<file path="config.mk">
export PLATFORM = sky130hd
export DESIGN_NAME = cpu_core_mc_flat
export DESIGN_NICKNAME = d
export VERILOG_FILES = /design/src/rtl/cpu_core_mc_if.sv /design/src/rtl/cpu_core_mc.sv /design/src/flat_wrapper.sv
export SDC_FILE = /design/constraint.sdc
export NUM_CORES = 1
export LEC_CHECK = 0
export CAP_MARGIN = 30
export CORE_ASPECT_RATIO = 0.8
export CORE_MARGIN = 4
export CORE_UTILIZATION = 50
export DETAILED_ROUTE_END_ITERATION = 10
export HOLD_SLACK_MARGIN = 0.15
export PLACE_DENSITY_LB_ADDON = 0.2
export SKIP_LAST_GASP = 1
export SLEW_MARGIN = 40
export SYNTH_ARGS = -nofsm -noshare
export SYNTH_HDL_FRONTEND = slang
export SYNTH_SLANG_ARGS = --single-unit
</file>
<file path="constraint.sdc">
create_clock -name clock -period 9 [get_ports clock]
set_input_delay 0.9 -clock clock [delete_from_list [all_inputs] [get_ports clock]]
set_output_delay 0.9 -clock clock [all_outputs]
set_load 0.005 [all_outputs]
</file>
<file path="src/rtl/cpu_core_mc_if.sv">
`default_nettype none
// ============================================================================
// Module   : cpu_core_mc_if
// Purpose  : Instruction-fetch handshake between cpu_core_mc and its
//            instruction source (ROM / switch front-end).
// Revision : 1.0
// ============================================================================
interface cpu_core_mc_if #(
    parameter int PC_W = 8
);
    logic [7:0]      instruction;
    logic            instr_valid;
    logic [PC_W-1:0] instr_address;
    logic            instr_req;

    modport master (
        input  instruction,
        input  instr_valid,
        output instr_address,
        output instr_req
    );

    modport slave (
        output instruction,
        output instr_valid,
        input  instr_address,
        input  instr_req
    );
endinterface
`default_nettype wire

</file>
<file path="src/rtl/cpu_core_mc.sv">
`default_nettype none
// ============================================================================
// Module   : cpu_core_mc
// Purpose  : Parametrised multi-cycle 4-register core with fetch handshake,
//            conditional branch, HALT state and register debug port.
// Revision : 1.0
// ============================================================================
module cpu_core_mc #(
    parameter int DATA_W    = 8,
    parameter int PC_W      = 8,
    parameter int MEM_DEPTH = 32
) (
    input  wire logic              clock,
    input  wire logic              reset,
    cpu_core_mc_if.master          ibus,
    input  wire logic [1:0]        dbg_sel,
    output logic                   mem_write,
    output logic                   mem_read,
    output logic                   reg_write,
    output logic [1:0]             op,
    output logic                   halted,
    output logic [DATA_W-1:0]      dbg_data
);

    localparam int              c_ADDR_W = (MEM_DEPTH > 1) ? $clog2(MEM_DEPTH) : 1;
    localparam logic [PC_W-1:0] c_PC_ONE = PC_W'(1);

    localparam logic [1:0] c_OP_ADD    = 2'b00;
    localparam logic [1:0] c_OP_LOAD   = 2'b01;
    localparam logic [1:0] c_OP_STORE  = 2'b10;
    localparam logic [1:0] c_OP_BRANCH = 2'b11;

    typedef enum logic [1:0] {
        S_FETCH = 2'd0,
        S_EXEC  = 2'd1,
        S_HALT  = 2'd2
    } state_t;

    state_t              r_state;
    state_t              w_next_state;
    logic [PC_W-1:0]     r_pc;
    logic [7:0]          r_ir;
    logic [DATA_W-1:0]   r_regs [4];
    logic [DATA_W-1:0]   r_mem  [MEM_DEPTH];

    logic [1:0]          w_rs;
    logic [1:0]          w_rt;
    logic [1:0]          w_rd;
    logic [DATA_W-1:0]   w_simm;
    logic [PC_W-1:0]     w_simm_pc;
    logic [c_ADDR_W-1:0] w_addr;
    logic                w_is_halt;
    logic                w_taken;
    logic [PC_W-1:0]     w_pc_branch;

    assign w_rs      = r_ir[5:4];
    assign w_rt      = r_ir[3:2];
    assign w_rd      = r_ir[1:0];
    assign w_simm    = DATA_W'($signed(r_ir[1:0]));
    assign w_simm_pc = PC_W'($signed(r_ir[1:0]));
    // Effective address wraps in DATA_W first, then keeps only the index bits
    assign w_addr    = c_ADDR_W'(r_regs[w_rs] + w_simm);

    assign w_is_halt   = (r_ir[7:6] == c_OP_BRANCH) && !r_ir[2] && (r_ir[1:0] == 2'b11);
    assign w_taken     = !r_ir[2] || (r_regs[w_rs] == '0);
    assign w_pc_branch = w_taken ? (r_pc + w_simm_pc + c_PC_ONE) : (r_pc + c_PC_ONE);

    assign op                 = r_ir[7:6];
    assign ibus.instr_address = r_pc;
    assign ibus.instr_req     = (r_state == S_FETCH);
    assign halted             = (r_state == S_HALT);
    assign mem_write          = (r_state == S_EXEC) && (op == c_OP_STORE);
    assign mem_read           = (r_state == S_EXEC) && (op == c_OP_LOAD);
    assign reg_write          = (r_state == S_EXEC) && ((op == c_OP_ADD) || (op == c_OP_LOAD));
    assign dbg_data           = r_regs[dbg_sel];

    always_ff @(posedge clock or posedge reset) begin
        if (reset) begin
            r_state <= S_FETCH;
        end else begin
            r_state <= w_next_state;
        end
    end

    always_comb begin
        w_next_state = r_state;
        case (r_state)
            S_FETCH: begin
                if (ibus.instr_valid) begin
                    w_next_state = S_EXEC;
                end
            end
            S_EXEC: begin
                w_next_state = w_is_halt ? S_HALT : S_FETCH;
            end
            S_HALT: begin
                w_next_state = S_HALT;
            end
            default: begin
                w_next_state = S_FETCH;
            end
        endcase
    end

    // Datapath: every architectural update commits on the EXEC edge only
    always_ff @(posedge clock or posedge reset) begin
        if (reset) begin
            r_pc <= '0;
            r_ir <= '0;
            for (int i = 0; i < 4; i++) begin
                r_regs[i] <= '0;
            end
            for (int i = 0; i < MEM_DEPTH; i++) begin
                r_mem[i] <= DATA_W'(i);
            end
        end else begin
            case (r_state)
                S_FETCH: begin
                    if (ibus.instr_valid) begin
                        r_ir <= ibus.instruction;
                    end
                end
                S_EXEC: begin
                    case (r_ir[7:6])
                        c_OP_ADD: begin
                            r_regs[w_rd] <= r_regs[w_rs] + r_regs[w_rt];
                            r_pc         <= r_pc + c_PC_ONE;
                        end
                        c_OP_LOAD: begin
                            r_regs[w_rt] <= r_mem[w_addr];
                            r_pc         <= r_pc + c_PC_ONE;
                        end
                        c_OP_STORE: begin
                            r_mem[w_addr] <= r_regs[w_rt];
                            r_pc          <= r_pc + c_PC_ONE;
                        end
                        default: begin
                            if (!w_is_halt) begin
                                r_pc <= w_pc_branch;
                            end
                        end
                    endcase
                end
                default: begin
                end
            endcase
        end
    end

endmodule
`default_nettype wire

</file>
<file path="src/flat_wrapper.sv">
// flat-port wrapper written by rule: the top's interface ports become plain ports
module cpu_core_mc_flat 
#(
    parameter int DATA_W    = 8,
    parameter int PC_W      = 8,
    parameter int MEM_DEPTH = 32
)
  (clock, reset, dbg_sel, mem_write, mem_read, reg_write, op, halted, dbg_data, ibus_instruction, ibus_instr_valid, ibus_instr_address, ibus_instr_req);
  cpu_core_mc_if #(.PC_W(PC_W)) ibus_i ();
  input  wire logic clock;
  input  wire logic reset;
  input  wire logic [1:0] dbg_sel;
  output logic mem_write;
  output logic mem_read;
  output logic reg_write;
  output logic [1:0] op;
  output logic halted;
  output logic [DATA_W-1:0] dbg_data;
  input wire logic [$bits(ibus_i.instruction)-1:0] ibus_instruction;
  input wire logic [$bits(ibus_i.instr_valid)-1:0] ibus_instr_valid;
  output wire logic [$bits(ibus_i.instr_address)-1:0] ibus_instr_address;
  output wire logic [$bits(ibus_i.instr_req)-1:0] ibus_instr_req;
  assign ibus_i.instruction = ibus_instruction;
  assign ibus_i.instr_valid = ibus_instr_valid;
  assign ibus_instr_address = ibus_i.instr_address;
  assign ibus_instr_req = ibus_i.instr_req;
  cpu_core_mc #(.DATA_W(DATA_W), .PC_W(PC_W), .MEM_DEPTH(MEM_DEPTH)) u_core (.clock(clock), .reset(reset), .ibus(ibus_i), .dbg_sel(dbg_sel), .mem_write(mem_write), .mem_read(mem_read), .reg_write(reg_write), .op(op), .halted(halted), .dbg_data(dbg_data));
endmodule
</file>
==> results of run 1 <==
logic make-up (layout without fill, tap and decap cells):
kind of cell | after synthesis | after routing
buf+inv | 76 | 118
simple gates | 137 | 137
fa+ha+maj | 22 | 22
xor+xnor | 18 | 18
mux | 377 | 377
compound gates | 99 | 99
flops | 306 | 306
flip-flops by register name (all words and copies together), names as in the netlist:
name / count
u_core.r_mem: 256
u_core.r_regs: 32
u_core.ibus.instr_address: 8
u_core.r_ir: 8
u_core.r_state: 2
synthesized netlist by cell type, drive strengths merged (14+ instances only):
| library cell | n |
|---|---|
| o21ai | 32 |
| a22oi | 16 |
| nor2 | 38 |
| buf | 21 |
| dfstp | 80 |
| mux4 | 104 |
| ha | 19 |
| mux2 | 262 |
| nand2 | 40 |
| dfrtp | 226 |
| nor3 | 18 |
| clkbuf | 46 |
| a21oi | 14 |
power groups by stage:
stage | sequential [µW] | clock (µW) | combinational (µW)
2_1_floorplan | 1460 | 0 | 388
3_3_place_gp | 1480 | 0 | 488
3_5_place_dp | 1490 | 0 | 500
4_1_cts | 1460 | 1360 | 503
5_1_grt | 1470 | 1420 | 547
6_report | 1460 | 1330 | 502
final cells by class:
cell class / count / area, µm²
Clock inverter: 5 / 53.8
Fill cell: 2433 / 13100
Sequential cell: 306 / 7760
Clock buffer: 56 / 995
Tap cell: 413 / 517
Timing Repair Buffer: 48 / 507
Inverter: 9 / 37.5
Multi-Input combinational cell: 653 / 7650
stage by stage:
stage               setup slack (ps)  hold WS [ps]  std cells  utilization
finish                          3790           476       1490        0.571
global route                    3680           498       1490        0.571
CTS                             3850           474       1489        0.570
detailed placement              3840           467       1428        0.536
global placement                3900           455       1426        0.534
floorplan                       4090           453       1035            -
path summary, 6_finish.rpt:
path	to	cells past startpoint	startpoint	slack, ps
setup reg to reg	u_core.r_regs[26]	8	u_core.r_ir[4]	3790
min in group asynchronous	u_core.ibus.instr_address[6]	3	reset	930
hold / removal	u_core.ibus.instr_address[7]	1	u_core.ibus.instr_address[7]	480
max in group asynchronous	u_core.r_mem[201]	5	reset	6760
setup / recovery	u_core.r_regs[26]	8	u_core.r_ir[4]	3790
hold reg to reg	u_core.ibus.instr_address[7]	1	u_core.ibus.instr_address[7]	480
layer usage:
layer  global-route usage  routed length [µm]  up-vias
li1                     -                   -     3990
met1                0.346               17500     4853
met2                0.312               16300      303
met3               0.0447                2340       56
met4               0.0495                 727        0
met5                    0                   0        -
==> reports/summary.log, run 1 <==
INFO  floorplan      core=30700µm²
INFO  timing         finalSetupTns=0ps
INFO  detailed_routing drtIter0Drc=763
INFO  clock_tree     clk-insertion-delay-late=520ps
INFO  clock_tree     cts-htree-levels=2
INFO  floorplan      die_h=167µm
INFO  clock_tree     resized_gates_after_cts=0
INFO  timing         slew_headroom=0.357
INFO  synth          most_frequently_used_flop_master_after_synthesis=sky130_fd_sc_hd__dfrtp_1
INFO  timing         finalClockSkew=20.3ps
INFO  run_status     run_status=finished, final reports clean
INFO  run            maxCapViolCount=0
INFO  synth          synth.largest_area_cell=sky130_fd_sc_hd__dfrtp_1
INFO  final_layout   design.final.nets=1087
INFO  timing         timing.final.crit_period=5210ps
INFO  final_layout   diodes=0
INFO  power_and_ir_drop power.share.clock=0.403
INFO  clock_tree     cts_setup_buffers=0
INFO  timing         tightest_slew=958ps
INFO  synth          syn-instance-count=1035
INFO  detailed_routing wl=36.9mm
INFO  power_and_ir_drop final_total_pwr=3290µW
INFO  final_layout   drive_gt1_frac=0.505
INFO  synth          arithmetic_cell_share_of_the_synthesized_area_counting_full_adders_half_adders_and_majority_gates=0.0189
INFO  power_and_ir_drop comb_power_share=0.152
INFO  clock_tree     cts_buffer_depth=3
INFO  final_layout   layout_common_cells=sky130_fd_sc_hd__mux2_2, sky130_fd_sc_hd__dfrtp_1, sky130_fd_sc_hd__mux4_2
INFO  power_and_ir_drop share_seq_of_total_power=0.444
INFO  timing         clock.fmax=0.192GHz
INFO  clock_tree     tritoncts.num_buffers=34
INFO  synth          post_synth.cell_area_avg=15.2µm²
INFO  synth          synth.top_cell.area_share=0.360
INFO  timing         timing.final.hold_violations=0
INFO  worst_setup_path arrival=5560ps
INFO  worst_setup_path critical_path_class=register to register
INFO  power_and_ir_drop switching_share=0.270
INFO  timing         final_min_period_over_clock_period=0.578
INFO  global_routing global_route.overflow_total=0
INFO  worst_setup_path cell_type_of_the_slowest_stage_on_the_worst_timing_path=sky130_fd_sc_hd__fa_4
INFO  power_and_ir_drop power-per-cell-area=188nW/µm²
INFO  timing         setup_viol_count_final=0
INFO  worst_setup_path critPathMaxStageDelay=1260ps
INFO  synth          synthXorXnorAreaFrac=0.0115
INFO  detailed_routing first_pass_iters=5
INFO  final_layout   final_common_cell=sky130_fd_sc_hd__mux2_2
INFO  worst_setup_path critPathMaxFanout=40
INFO  synth          synthTopCellsByArea=sky130_fd_sc_hd__dfrtp_1, sky130_fd_sc_hd__mux2_2, sky130_fd_sc_hd__mux4_2, sky130_fd_sc_hd__dfstp_2, sky130_fd_sc_hd__ha_1
INFO  global_routing first_global_vias=9422
INFO  power_and_ir_drop internal_power=2410µW
INFO  clock_tree     cts_tree=built
INFO  synth          compound_gate_fraction_of_synth_area=0.0422
INFO  synth          mappedNetlistArea=15700µm²
INFO  floorplan      die_width=206µm
INFO  synth          number_of_synthesized_flops_with_an_enable_pin=0
INFO  worst_setup_path path_delay_family=multiplexers
INFO  place          placed_cell_area=16400µm²
INFO  global_routing antenna_found_initial=0
INFO  place          hpwlAfterDp=23.8mm
INFO  detailed_routing dr_total_vias=9202
INFO  floorplan      num_rows=57
INFO  worst_setup_path worst_path_cell_chain=mux4_1, ha_4, fa_4, buf_4, mux4_2, mux4_2, mux2i_1, o21ai_0
INFO  min_path       hold_path.class=register to register
INFO  power_and_ir_drop switching_power=887µW
INFO  floorplan      initial_utilization=0.513
INFO  global_routing grt_max_degree=152
INFO  synth          synth.lib_cells_used.distinct=67
INFO  power_and_ir_drop power.ir.vdd_worst=0.000175V
INFO  synth          yosysSeqAreaShare=0.493
INFO  worst_setup_path cp_num_buf_inv=1
INFO  detailed_routing drt_drc_violations_left=0
INFO  detailed_routing antenna_violating_nets_post_route=0
INFO  worst_setup_path timing.critical_path.to_type=register
INFO  floorplan      die_area=34400µm²
INFO  power_and_ir_drop leakagePower=0.00788µW
INFO  clock_tree     clk_pin_slew_worst_paths=50ps
INFO  global_routing grtUsageTotal=0.218
INFO  synth          synth_top_family_by_area=multiplexers
INFO  worst_setup_path crit_top_cell=sky130_fd_sc_hd__mux4_2
INFO  floorplan      io_pins=36
INFO  worst_setup_path startpoint_kind_of_the_worst_setup_timing_path=register
INFO  detailed_routing wl_per_cell=24.8µm
INFO  clock_tree     cts.sink_count=306
INFO  worst_setup_path worst_ep_required_time=9360ps
INFO  final_layout   area.growth.synth_to_final=11.4%
INFO  place          gpl.final_weighted_congestion=0.866
INFO  synth          synth_fp_nets=1070
INFO  synth          synth_warnings=0
INFO  synth          synth-seq-cells=306
INFO  clock_tree     cts_root_buffer=sky130_fd_sc_hd__clkbuf_16
INFO  synth          async_flop_share=1.00
INFO  place          portBuffers=35
INFO  clock_tree     post_cts_hold_buffer_count=0
INFO  final_layout   layout.cell_area.non_filler=17500µm²
INFO  global_routing grt_pass1_wl=57.8mm
INFO  timing         rsz0062_at_grt=false
INFO  detailed_routing via_per_inst=6.18
INFO  synth          multiplexer_share_of_the_synthesized_area=0.348
INFO  timing         timing.final.max_slew_violations=0
INFO  synth          synth_simple_gate_area_frac=0.0630
Note: power is estimated with default switching activity, not from simulation.
==> inputs of run 2 (changes only) <==
==> constraint.sdc (replaced) <==
create_clock -name clock -period 4.6 [get_ports clock]
set_input_delay 0.46 -clock clock [delete_from_list [all_inputs] [get_ports clock]]
set_output_delay 0.46 -clock clock [all_outputs]
set_load 0.005 [all_outputs]
==> reports/summary.log, run 2 (same netlist as run 1, synthesis figures left out) <==
INFO  detailed_routing first_pass_iters=5 [unchanged]
INFO  clock_tree     clk_pin_slew_worst_paths=60ps [about the same]
INFO  worst_setup_path critPathMaxFanout=12 [-70%]
INFO  worst_setup_path arrival=4660ps [-900 ps]
INFO  clock_tree     cts_tree=built
INFO  global_routing antenna_found_initial=0 [unchanged]
INFO  power_and_ir_drop final_total_pwr=6430µW [+95%]
INFO  detailed_routing antenna_violating_nets_post_route=0 [unchanged]
INFO  detailed_routing drtIter0Drc=537 [-30%]
INFO  final_layout   final_common_cell=sky130_fd_sc_hd__mux2_2
INFO  power_and_ir_drop power-per-cell-area=364nW/µm² [+94%]
INFO  timing         clock.fmax=0.237GHz [+23%]
INFO  worst_setup_path rr_worst_depth=9 [+1]
INFO  detailed_routing topRoutingLayerUsed=met4
INFO  timing         timing.final.crit_period=4230ps [-980 ps]
INFO  timing         slew_headroom=0.378 [+0.0210]
INFO  global_routing grtUsageTotal=0.220 [+0.00222]
INFO  clock_tree     cts_buffer_depth=3 [unchanged]
INFO  place          gpl.final_weighted_congestion=0.865 [-0.13%]
INFO  min_path       hold_path.class=input port to async pin
INFO  final_layout   largest_reg_flops=256 [unchanged]
INFO  floorplan      core=30700µm² [unchanged]
INFO  final_layout   layout_common_cells=sky130_fd_sc_hd__mux2_2, sky130_fd_sc_hd__dfrtp_1, sky130_fd_sc_hd__mux4_2
INFO  worst_setup_path startpoint_kind_of_the_worst_setup_timing_path=register
INFO  floorplan      die_area=34400µm² [unchanged]
INFO  floorplan      initial_utilization=0.513 [unchanged]
INFO  global_routing first_global_vias=9478 [+0.59%]
INFO  clock_tree     resized_gates_after_cts=0 [unchanged]
INFO  detailed_routing dr_total_vias=9245 [+0.47%]
INFO  clock_tree     cts_root_buffer=sky130_fd_sc_hd__clkbuf_16
INFO  worst_setup_path timing.critical_path.to_type=register
INFO  global_routing global_route.overflow_total=0 [unchanged]
INFO  clock_tree     cts.sink_count=306 [unchanged]
INFO  timing         timing.final.hold_violations=0 [unchanged]
INFO  final_layout   largest_register=u_core.r_mem
INFO  floorplan      die_h=167µm [unchanged]
INFO  worst_setup_path worst_ep_required_time=5030ps [-4330 ps]
INFO  timing         finalSetupTns=0ps [unchanged]
INFO  floorplan      io_pins=36 [unchanged]
INFO  detailed_routing met3WireLength=2.77mm [+18%]
INFO  detailed_routing via_per_inst=6.13 [-0.73%]
INFO  timing         setup_viol_count_final=0 [unchanged]
INFO  place          portBuffers=35 [unchanged]
INFO  worst_setup_path worstReg2RegStart=u_core.r_ir[4]
INFO  run_status     run_status=finished, final reports clean
INFO  worst_setup_path reg_to_reg_endpoint=u_core.r_regs[18]
INFO  global_routing grt_max_degree=138 [-9.2%]
INFO  detailed_routing wl_per_cell=24.7µm [-0.15%]
INFO  detailed_routing wl=37.3mm [+1.1%]
INFO  detailed_routing drt_drc_violations_left=0 [unchanged]
INFO  clock_tree     post_cts_hold_buffer_count=0 [unchanged]
INFO  clock_tree     clk-insertion-delay-late=570ps [+50 ps]
INFO  final_layout   drive_gt1_frac=0.521 [+0.0154]
INFO  detailed_routing wirelength_met1=17.3mm [-1.1%]
INFO  detailed_routing met2_length=16.6mm [+1.7%]
INFO  power_and_ir_drop leakagePower=0.00799µW [+1.3%]
INFO  timing         final_min_period_over_clock_period=0.919 [+0.340]
INFO  clock_tree     cts-htree-levels=1 [-1]
INFO  power_and_ir_drop power.ir.vdd_worst=0.000285V [+63%]
INFO  floorplan      num_rows=57 [unchanged]
INFO  global_routing grt_pass1_wl=59.0mm [+2.1%]
INFO  worst_setup_path critical_path_class=register to register
INFO  final_layout   top_regs=u_core.r_mem (256), u_core.r_regs (32)
INFO  floorplan      die_width=206µm [unchanged]
INFO  final_layout   diodes=0 [unchanged]
INFO  timing         rsz0062_at_grt=false
INFO  clock_tree     cts_setup_buffers=0 [unchanged]
INFO  worst_setup_path r2r_slack=370ps [-3420 ps]
INFO  timing         tightest_slew=927ps [-30.4 ps]
INFO  timing         finalClockSkew=23.6ps [+3.32 ps]
INFO  run            maxCapViolCount=0 [unchanged]
INFO  place          hpwlAfterDp=24.6mm [+3.5%]
INFO  timing         timing.final.max_slew_violations=0 [unchanged]
INFO  clock_tree     tritoncts.num_buffers=31 [-8.8%]
INFO  final_layout   design.final.nets=1106 [+1.7%]
INFO  final_layout   area.growth.synth_to_final=12.4%
[run 2: cell types whose count changed in the layout (fill, tap and decap cells not counted), moves of 2 or more]
cell and delta:
sky130_fd_sc_hd__mux4_2 +2, sky130_fd_sc_hd__clkbuf_16 -4, sky130_fd_sc_hd__buf_12 +3, sky130_fd_sc_hd__bufinv_16 +2
sky130_fd_sc_hd__mux4_4 -2, sky130_fd_sc_hd__clkbuf_1 -7, sky130_fd_sc_hd__clkinv_2 +4, sky130_fd_sc_hd__buf_6 -3
sky130_fd_sc_hd__buf_8 -2, sky130_fd_sc_hd__buf_4 +24
[run 2: metal layers]
metal / track usage / up-vias
li1: - / 4024
met1: 0.346 / 4896
met4: 0.0359 / 0
met2: 0.319 / 277
met5: 0 / -
met3: 0.0537 / 48
[run 2: worst max-delay path by stage]
stage | slack [ps] | startpoint | endpoint
final | 370 | u_core.r_ir[4] | u_core.r_regs[18]
after global routing | 250 | u_core.r_ir[4] | u_core.r_regs[16]
after CTS | 430 | u_core.r_ir[4] | u_core.r_regs[23]
after detailed placement | 450 | u_core.r_ir[4] | u_core.r_regs[23]
after global placement | 480 | u_core.r_ir[4] | u_core.r_regs[23]
after floorplan | 130 | reset | u_core.ibus.instr_address[0]
[run 2: worst max-delay path, stage by stage (launching register included)]
cell and delay [ps]:
sky130_fd_sc_hd__dfrtp_1 400, sky130_fd_sc_hd__mux4_1 660, sky130_fd_sc_hd__ha_4 220, sky130_fd_sc_hd__fa_4 1000
sky130_fd_sc_hd__buf_4 280, sky130_fd_sc_hd__buf_4 180, sky130_fd_sc_hd__mux4_2 310, sky130_fd_sc_hd__mux4_2 480
sky130_fd_sc_hd__mux2i_1 370, sky130_fd_sc_hd__o21ai_0 160
[run 2: layout make-up]
type	count	area, µm²
tap	413	517
clock inverter	11	133
multi-input combinational	653	7660
timing repair buffer	70	683
sequential	306	7760
fill	2429	13000
inverter	9	37.5
clock buffer	46	882
[run 2: where the power goes]
| part | leakage, µW | switching (µW) | internal, µW |
|---|---|---|---|
| Clock | 0.000500 | 1050 | 1490 |
| Combinational | 0.00354 | 593 | 463 |
| Sequential | 0.00395 | 95.5 | 2740 |
[run 2: metrics by stage]
| stage | setup WS, ps | cells | cell area (µm²) | hold WS (ps) | utilization |
|---|---|---|---|---|---|
| finish | 373 | 1508 | 17700 | 281 | 0.576 |
| CTS | 433 | 1507 | 17600 | 268 | 0.575 |
| floorplan | 134 | 1035 | 15700 | 453 | - |
| global route | 247 | 1508 | 17700 | 295 | 0.576 |
| detailed placement | 451 | 1450 | 16600 | 467 | 0.542 |
| global placement | 477 | 1450 | 16600 | 456 | 0.542 |
